===== config.mk =====
export PLATFORM = sky130hd
export DESIGN_NAME = pc_unit_ras
export DESIGN_NICKNAME = d
export VERILOG_FILES = /design/src/rtl/pc_unit_ras.sv
export SDC_FILE = /design/constraint.sdc
export NUM_CORES = 1
export LEC_CHECK = 0
export CORE_MARGIN = 3
export CORE_UTILIZATION = 41
export DETAILED_ROUTE_END_ITERATION = 12
export HOLD_SLACK_MARGIN = 0.02
export PLACE_DENSITY = 0.63
export SLEW_MARGIN = 20
export SYNTH_ARGS = -nofsm -noshare
export SYNTH_HDL_FRONTEND = slang
export SYNTH_SLANG_ARGS = --single-unit

===== constraint.sdc =====
create_clock -name clk -period 3.4 [get_ports clk]
set_input_delay 0.68 -clock clk [delete_from_list [all_inputs] [get_ports clk]]
set_output_delay 0.68 -clock clk [all_outputs]
set_load 0.02 [all_outputs]

===== src/rtl/pc_unit_ras.sv =====
// Fetch program counter with stall, branch, call/return and a circular
// return-address stack; pc and all flags are registered.
module pc_unit_ras #(
    parameter int               WIDTH     = 32,
    parameter int               STEP      = 1,
    parameter logic [WIDTH-1:0] RESET_PC  = '0,
    parameter int               RAS_DEPTH = 4
) (
    input  logic                             clk,
    input  logic                             reset,
    input  logic                             stall,
    input  logic                             branch,
    input  logic                             call,
    input  logic                             ret,
    input  logic [WIDTH-1:0]                 target,
    output logic [WIDTH-1:0]                 pc,
    output logic [$clog2(RAS_DEPTH+1)-1:0]   ras_count,
    output logic                             ras_overflow,
    output logic                             ras_underflow
);

    localparam int CW = $clog2(RAS_DEPTH + 1);
    localparam int PW = $clog2(RAS_DEPTH);

    logic [WIDTH-1:0] pc_q, pc_d;
    logic [CW-1:0]    cnt_q, cnt_d;
    logic [PW-1:0]    ptr_q, ptr_d;
    logic             ovf_q, ovf_d;
    logic             unf_q, unf_d;
    logic             push;
    logic [WIDTH-1:0] pc_inc;
    logic [PW-1:0]    top_idx;
    logic [PW-1:0]    next_idx;
    logic [WIDTH-1:0] ras_q [RAS_DEPTH];

    // ptr_q points at the next free slot; the top entry sits just below it.
    always_comb begin
        pc_inc   = pc_q + WIDTH'(STEP);
        top_idx  = (ptr_q == '0) ? PW'(RAS_DEPTH - 1) : ptr_q - PW'(1);
        next_idx = (ptr_q == PW'(RAS_DEPTH - 1)) ? '0 : ptr_q + PW'(1);
        pc_d     = pc_q;
        cnt_d    = cnt_q;
        ptr_d    = ptr_q;
        ovf_d    = ovf_q;
        unf_d    = 1'b0;
        push     = 1'b0;
        if (stall) begin
            pc_d = pc_q;
        end else if (ret) begin
            if (cnt_q != '0) begin
                pc_d  = ras_q[top_idx];
                cnt_d = cnt_q - CW'(1);
                ptr_d = top_idx;
            end else begin
                pc_d  = pc_inc;
                unf_d = 1'b1;
            end
        end else if (call) begin
            push  = 1'b1;
            pc_d  = target;
            ptr_d = next_idx;
            // When full, the free slot is the oldest entry, so it gets overwritten.
            if (cnt_q == CW'(RAS_DEPTH)) ovf_d = 1'b1;
            else                         cnt_d = cnt_q + CW'(1);
        end else if (branch) begin
            pc_d = target;
        end else begin
            pc_d = pc_inc;
        end
    end

    always_ff @(posedge clk or posedge reset) begin
        if (reset) begin
            pc_q  <= RESET_PC;
            cnt_q <= '0;
            ptr_q <= '0;
            ovf_q <= 1'b0;
            unf_q <= 1'b0;
        end else begin
            pc_q  <= pc_d;
            cnt_q <= cnt_d;
            ptr_q <= ptr_d;
            ovf_q <= ovf_d;
            unf_q <= unf_d;
        end
    end

    // Stack contents are deliberately left out of reset.
    always_ff @(posedge clk) begin
        if (push) ras_q[ptr_q] <= pc_inc;
    end

    assign pc            = pc_q;
    assign ras_count     = cnt_q;
    assign ras_overflow  = ovf_q;
    assign ras_underflow = unf_q;

endmodule

==> out/results.txt, run 1 <==
Final Hold Fails: 0
Routed Antenna Nets: 0
CP Launch Type: flop
Min Hold Slack: 0.510 ns
netlist area before placement: 8020 µm²
post-detailed-route via-to-cell ratio: 5.92
worst path required time: 3.50 ns
Die X: 146 µm
final-layout fill cell count: 1608
total global-route track usage: 0.214
WL per Instance: 21.9 µm
outcome: complete, no violations
kind of critical path: flop to flop
CTS root buffer: clkbuf_16
PwrDens: 876 nW/µm²
Synth cell types: 64
Setup-failing EPs final: 0
detailed router's first-iteration violation count: 580
sequential area share after synthesis: 0.601
Pleak: 0.00343 µW
Vias: 6236
area grow syn2layout: 21.5%
vias in the first global route: 6042
CTS tree: built
cts repair resizes: 0
first-pass GRT wire length: 35500 µm
antenna cells: 0
CTS buffer count: 17
minimum clock period after layout: 2.80 ns
Yosys warning count: 0
FMAX: 0.358 GHz
total core area: 19000 µm²
# Post-CTS Setup Buffers: 0
initial antenna violation count: 0
max-cap violation count: 0
Synth async-reset ratio: 0.234
H-tree depth: 4
ys flop type: edfxtp_1
#FFs+latches synth: 167
Fin Setup TNS: 0 ns
maximum root-to-sink buffer count: 2
pin count of the biggest net entering global routing: 67
Post-CTS Hold Fix Bufs: 0
Slew headroom: 0.371
Worst EP arrival: 2.90 ns
Hold Crit Class: flop to flop
critical path fanouts, max: 9
CTS clk-pin slew, worst paths: 0.07 ns
row count: 50
footprint of the multi-input gates: 2980 µm²
Initial Util: 0.423
I/O pins: 75
register area: 4820 µm²
share of cells above drive strength 1: 0.105
DR DRC count: 0
crit end category: flop
Port Buffers: 74
syn nets: 748
Worst-Skew Late Latency: 0.42 ns
RSZ-0062 raised after global routing: false
number of flops mapped to enable cells by yosys: 128
GRT overflow: 0
Initial DRT Pass Iterations: 6
CTS Sinks: 167
clk_skew: 0.00899 ns
Tcrit/Tclk final: 0.823
Post-Syn Area per Cell: 11.4 µm²
Pins Over Slew Limit: 0
cells after synthesis: 704
Die Y: 146 µm
die area: 21300 µm²
GPL Wtd Cong: 0.904
Post-DP HPWL: 15400 µm
maximum vdd ir drop: 0.417 mV
Final nets: 824
Slew @ Worst Pin: 0.943 ns
DRT Wirelength: 23000 µm
## synth_stat cells, types with 2 or more instances
cell type,n,share of area
edfxtp_1,128,0.48
nand2_1,93,0.044
clkbuf_1,40,0.019
dfrtp_1,39,0.12
o21ai_0,35,0.022
a211oi_1,32,0.030
nor2_1,29,0.014
nor2b_1,29,0.023
a21oi_1,25,0.016
a31oi_1,22,0.017
xnor2_1,16,0.017
inv_1,15,0.0070
xor2_1,15,0.016
nand3_1,14,0.0087
o211ai_1,13,0.012
nor4_1,12,0.0094
mux2i_1,11,0.014
and3_1,10,0.0078
nor3_1,10,0.0062
nand4_1,9,0.0070
o22ai_1,8,0.0062
a22oi_1,6,0.0056
a311oi_1,6,0.0066
o221ai_1,6,0.0066
o31ai_1,6,0.0056
ha_1,5,0.0078
and4_1,4,0.0044
buf_2,4,0.0025
nand2b_1,4,0.0031
o31a_1,4,0.0044
a211o_1,3,0.0033
a21o_1,3,0.0028
and2_1,3,0.0023
buf_1,3,0.0014
mux2_2,3,0.0042
nand3b_1,3,0.0028
or2_2,3,0.0023
or4_1,3,0.0028
a21boi_0,2,0.0019
a22o_1,2,0.0022
nor3b_1,2,0.0019
or3_1,2,0.0016
## final timing paths
check,from,end,slack [ns],cells past startpoint
worst min-delay path,ras_overflow$_DFFE_PP0P_,ras_overflow$_DFFE_PP0P_,0.51,1
worst max register to register,pc[5]$_DFFE_PP0N_,ras_q[2][25]$_DFFE_PP_,0.60,4
worst min register to register,ras_overflow$_DFFE_PP0P_,ras_overflow$_DFFE_PP0P_,0.51,1
min in group asynchronous,reset,pc[26]$_DFFE_PP0N_,0.63,2
worst max-delay path,pc[5]$_DFFE_PP0N_,ras_q[2][25]$_DFFE_PP_,0.60,4
max in group asynchronous,reset,ptr_q[0]$_DFFE_PP0P_,2.17,3
## flip-flops by register name, indices dropped and copies added, names as in the netlist
name           count
pc                32
ptr_q              2
ras_count          3
ras_overflow       1
ras_q            128
ras_underflow      1
## routing by layer
metal  vias to the layer above  wire length, µm  global-route usage
met5                         -                0                   0
met4                         0              489              0.0703
met3                        36             1380              0.0336
met2                       261            11200               0.354
met1                      3126             9930               0.292
li1                       2813                -                   -
## layout make-up
cell class / count / area share
clock buffers: 17 / 0.0436
clock inverters: 15 / 0.0169
inverters: 16 / 0.00629
multi-input cells: 473 / 0.306
flip-flops and latches: 167 / 0.495
well taps: 260 / 0.0334
repair buffers: 105 / 0.0993
## metrics by stage
| step | utilization | worst slack, ns | instances | total power (µW) | instance area, µm² |
|---|---|---|---|---|---|
| after floorplan | - | 0.335 | 704 | 5210 | 8020 |
| after global placement | 0.483 | 0.577 | 1021 | 6500 | 9160 |
| after detailed placement | 0.483 | 0.574 | 1021 | 6600 | 9160 |
| after CTS | 0.514 | 0.683 | 1053 | 8550 | 9750 |
| after global routing | 0.514 | 0.470 | 1053 | 8970 | 9750 |
| final | 0.514 | 0.603 | 1053 | 8540 | 9750 |
## cells in the final DEF, fill, tap and decap left out, types with 11 or more instances in the layout
cell type        netlist  final
a211oi_1              32     32
a21oi_1               25     25
a31oi_1               22     22
buf_4                  0     31
clkbuf_16              0     17
clkdlybuf4s50_1        0     73
dfrtp_1               39     38
edfxtp_1             128    128
inv_1                 15     14
mux2i_1               11     11
nand2_1               93     93
nand3_1               14     14
nor2_1                29     28
nor2b_1               29     28
nor4_1                12     12
o211ai_1              13     13
o21ai_0               35     35
xnor2_1               16     16
xor2_1                15     15
## cell families after synthesis
kind of cell,after synthesis,share of synthesized area
xor+xnor,31,0.0338
flops,167,0.601
buf+inv,64,0.0307
fa+ha+maj,6,0.0103
compound gates,186,0.156
mux,15,0.0207
simple gates,235,0.148
## critical path: stages, from the launching register on
cell and delay, ns:
dfrtp_1 0.57, nand4_4 0.19, or4_1 0.72, nor4_1 0.76, xor2_1 0.24
## power breakdown
| part | switching [µW] | internal [µW] |
|---|---|---|
| Clock | 840 | 1100 |
| Combinational | 2060 | 1260 |
| Sequential | 511 | 2760 |
(Power assumes the default switching activity.)
==> run 2: changes to the inputs <==
- clock period: 3.4 -> 2.95 ns (I/O delays scaled with it)
==> run 2 against run 1 <==
Compared with the run above: cell count rose by 0.57%; clock skew is 0.0014 ns lower; cell area increased by 0.60%; worst setup slack worse by 0.29 ns; sequential power grew 13%.
==> out/results.txt, run 2 (same netlist as run 1, synthesis figures left out) <==
PwrDens: 990 nW/µm²
most common cell after layout, fill and taps aside: edfxtp_1
die area: 21300 µm²
area grow syn2layout: 22.3%
outcome: complete, no violations
most frequent cells in the layout: 128 x edfxtp_1, 93 x nand2_1, 73 x clkdlybuf4s50_1
post-route cell area: 9810 µm²
Initial Util: 0.423
Final Worst Setup Slack: 0.308 ns
Final Hold Fails: 0
Final nets: 830
vias in the first global route: 5964
I/O pins: 75
Worst EP arrival: 2.83 ns
DRT Wirelength: 22500 µm
initial antenna violation count: 0
maximum root-to-sink buffer count: 2
share of cells above drive strength 1: 0.104
minimum clock period after layout: 2.64 ns
first-pass GRT wire length: 34800 µm
FMAX: 0.379 GHz
Setup-failing EPs final: 0
post-detailed-route via-to-cell ratio: 5.81
CTS tree: built
Min Hold Slack: 0.488 ns
antenna cells: 0
CTS root buffer: clkbuf_16
GRT overflow: 0
CP Launch Type: flop
final-layout fill cell count: 1654
Cell Area, Placed: 9240 µm²
Die X: 146 µm
GPL Wtd Cong: 0.930
Hold Crit Class: flop to flop
Die Y: 146 µm
H-tree depth: 4
Pleak: 0.00345 µW
maximum vdd ir drop: 0.671 mV
Largest register FFs: 128
max-cap violation count: 0
kind of critical path: flop to flop
Post-DP HPWL: 14600 µm
worst path required time: 3.14 ns
pre-CTS setup slack: 0.155 ns
Worst-Skew Late Latency: 0.43 ns
critical path fanouts, max: 7
total global-route track usage: 0.212
register area: 4820 µm²
CTS Sinks: 167
Slew @ Worst Pin: 0.835 ns
CTS buffer count: 17
# Post-CTS Setup Buffers: 0
footprint of the multi-input gates: 2970 µm²
Slew headroom: 0.442
Pins Over Slew Limit: 0
Vias: 6150
cts repair resizes: 0
clk_skew: 0.00759 ns
Core Util, Final: 0.517
Routed Antenna Nets: 0
RSZ-0062 raised after global routing: false
DR DRC count: 0
Port Buffers: 74
Fin Setup TNS: 0 ns
Post-CTS Hold Fix Bufs: 0
row count: 50
CTS clk-pin slew, worst paths: 0.06 ns
detailed router's first-iteration violation count: 617
Initial DRT Pass Iterations: 5
pin count of the biggest net entering global routing: 66
WL per Instance: 21.3 µm
total core area: 19000 µm²
Tcrit/Tclk final: 0.895
crit end category: flop
register name with the most flops: ras_q
run 2: changes by cell type in the layout (fill, tap and decap cells not counted):
| cell | before | now |
|---|---|---|
| clkbuf_1 | 0 | 5 |
| inv_6 | 5 | 0 |
| buf_12 | 0 | 4 |
| buf_4 | 31 | 33 |
| clkinv_2 | 4 | 2 |
| inv_8 | 2 | 0 |
| clkbuf_8 | 0 | 1 |
| clkinv_1 | 1 | 2 |
| clkinv_4 | 1 | 2 |
| inv_2 | 0 | 1 |
| o31ai_2 | 0 | 1 |
| o31ai_4 | 1 | 0 |
run 2: cell type report:
class / count / share of cell area
tap: 260 / 0.0332
timing repair buffer: 111 / 0.108
clock buffer: 23 / 0.0467
clock inverter: 9 / 0.0108
sequential: 167 / 0.492
inverter: 16 / 0.00612
multi-input combinational: 473 / 0.303
run 2: routing by layer:
layer | part of all wire | track usage | vias to the layer above
met3 | 0.065 | 0.0367 | 35
met5 | 0 | 0 | -
met1 | 0.43 | 0.287 | 3053
met4 | 0.019 | 0.0703 | 0
met2 | 0.49 | 0.349 | 232
li1 | - | - | 2830
run 2: path summary, 6_finish.rpt:
check,start,to,slack (ns),cells after the start
worst min register to register,ras_overflow$_DFFE_PP0P_,ras_overflow$_DFFE_PP0P_,0.49,1
worst max register to register,pc[7]$_DFFE_PP0N_,ras_q[2][31]$_DFFE_PP_,0.31,4
min in group asynchronous,reset,pc[30]$_DFFE_PP0N_,0.62,3
worst max-delay path,pc[7]$_DFFE_PP0N_,ras_q[2][31]$_DFFE_PP_,0.31,4
max in group asynchronous,reset,ptr_q[0]$_DFFE_PP0P_,1.93,3
worst min-delay path,ras_overflow$_DFFE_PP0P_,ras_overflow$_DFFE_PP0P_,0.49,1
run 2: power by group:
part	internal, µW	switching [µW]	total (µW)
clock network	1260	859	2120
logic	1490	2390	3880
registers	3190	515	3700
total	5940	3760	9700
run 2: metrics by stage:
step | power [µW] | std cells
floorplan | 6010 | 704
global placement | 7470 | 1027
detailed placement | 7590 | 1027
CTS | 9720 | 1059
global route | 10200 | 1059
finish | 9700 | 1059
run 2: critical path, cell delays in order, from the launching register on:
cell     delay, ns
dfrtp_1       0.52
nand4_4       0.19
or4_1         0.73
or4b_4        0.60
xnor2_1       0.37
==> run 3: changes to the inputs <==
- CORE_UTILIZATION: 41 -> 58
- PLACE_DENSITY: 0.63 -> 0.84
==> run 3 against run 2 <==
Compared with the run above: wire length decreased by 0.18%; first-iteration DRC count is 43% higher; via count up 3.4%; largest cell class unchanged; highest routed layer unchanged.
==> out/results.txt, run 3 (same netlist as run 1, synthesis figures left out) <==
area grow syn2layout: 20.9%
crit end category: flop
Initial DRT Pass Iterations: 6
antenna cells: 0
Hold Crit Class: primary input to asynchronous set/reset pin
critical path fanouts, max: 9
Vias: 6361
PwrDens: 1010 nW/µm²
post-detailed-route via-to-cell ratio: 6.56
Slew @ Worst Pin: 0.940 ns
Slew headroom: 0.374
max-cap violation count: 0
row count: 42
initial antenna violation count: 0
pre-CTS setup slack: 0.231 ns
pin count of the biggest net entering global routing: 66
DRT Wirelength: 22500 µm
DR DRC count: 0
GPL Wtd Cong: 0.946
CTS clk-pin slew, worst paths: 0.07 ns
Initial Util: 0.599
Worst-Skew Late Latency: 0.43 ns
FMAX: 0.368 GHz
Worst EP arrival: 2.90 ns
Pleak: 0.00342 µW
CTS buffer count: 17
kind of critical path: flop to flop
WL per Instance: 23.2 µm
CTS tree: built
CTS Sinks: 167
I/O pins: 75
Final Hold Fails: 0
final-layout fill cell count: 894
Post-CTS Hold Fix Bufs: 0
first-pass GRT wire length: 34800 µm
Die Y: 124 µm
Pins Over Slew Limit: 0
most frequent cells in the layout: 128 x edfxtp_1, 93 x nand2_1, 73 x clkdlybuf4s50_1
minimum clock period after layout: 2.72 ns
clk_skew: 0.00800 ns
Port Buffers: 74
Final nets: 824
maximum vdd ir drop: 0.555 mV
outcome: complete, no violations
CTS root buffer: clkbuf_16
total core area: 13400 µm²
Setup-failing EPs final: 0
Post-DP HPWL: 14400 µm
Die X: 124 µm
CP Launch Type: flop
Largest register FFs: 128
detailed router's first-iteration violation count: 883
die area: 15300 µm²
cts repair resizes: 0
Routed Antenna Nets: 0
worst path required time: 3.14 ns
R2R setup slack: 0.23 ns
H-tree depth: 4
maximum root-to-sink buffer count: 2
most common cell after layout, fill and taps aside: edfxtp_1
total global-route track usage: 0.308
RSZ-0062 raised after global routing: false
register name with the most flops: ras_q
Final Worst Setup Slack: 0.235 ns
vias in the first global route: 6144
# Post-CTS Setup Buffers: 0
GRT overflow: 0
Fin Setup TNS: 0 ns
share of cells above drive strength 1: 0.103
Tcrit/Tclk final: 0.920
run 3: cell types whose count changed in the layout (fill, tap and decap cells not counted), moves of 2 or more:
cell	before	now
inv_6	0	6
inv_8	0	2
clkbuf_1	5	0
clkinv_2	2	0
clkinv_4	2	0
buf_4	33	26
clkinvlp_4	2	5
run 3: power breakdown:
part,switching [µW],leakage (µW),total (µW),internal (µW)
combinational,2400,0.00152,3900,1500
sequential,554,0.00163,3740,3180
clock,993,0.000271,2190,1190
run 3: stage by stage:
| stage | area [µm²] | total power [µW] | cells | utilization | hold slack [ns] |
|---|---|---|---|---|---|
| 2_1_floorplan | 8030 | 6010 | 704 | - | 0.580 |
| 3_3_place_gp | 9110 | 7420 | 937 | 0.680 | 0.468 |
| 3_5_place_dp | 9110 | 7590 | 937 | 0.680 | 0.464 |
| 4_1_cts | 9700 | 9800 | 969 | 0.724 | 0.317 |
| 5_1_grt | 9700 | 10300 | 969 | 0.724 | 0.312 |
| 6_report | 9700 | 9830 | 969 | 0.724 | 0.337 |
run 3: path summary, 6_finish.rpt:
check                                         start                  endpoint  depth (start not counted)
max                               pc[5]$_DFFE_PP0N_    ras_q[0][31]$_DFFE_PP_                          4
min                                           reset        pc[25]$_DFFE_PP0N_                          2
max reg2reg                       pc[5]$_DFFE_PP0N_    ras_q[0][31]$_DFFE_PP_                          4
min reg2reg                ras_overflow$_DFFE_PP0P_  ras_overflow$_DFFE_PP0P_                          1
max in group asynchronous                     reset        pc[15]$_DFFE_PP0N_                          3
min in group clk           ras_overflow$_DFFE_PP0P_  ras_overflow$_DFFE_PP0P_                          1
run 3: final cells by class:
class	instances	area, µm²	area share
tap	176	220	0.0227
clock inverter	15	159	0.0164
inverter	16	60.1	0.00619
multi-input combinational	473	2980	0.307
sequential	167	4820	0.497
clock buffer	17	425	0.0439
timing repair buffer	105	1030	0.106
run 3: worst max-delay path, stage by stage (launching register included):
cell	delay (ns)
dfrtp_1	0.58
nand4_4	0.19
or4_1	0.71
or4b_4	0.60
xnor2_1	0.39
run 3: layer usage:
| metal | share of wire | global-route usage | up-vias |
|---|---|---|---|
| met4 | 0.034 | 0.134 | 0 |
| met2 | 0.50 | 0.481 | 334 |
| met3 | 0.075 | 0.0590 | 65 |
| met5 | 0 | 0 | - |
| met1 | 0.39 | 0.424 | 3134 |
| li1 | - | - | 2828 |
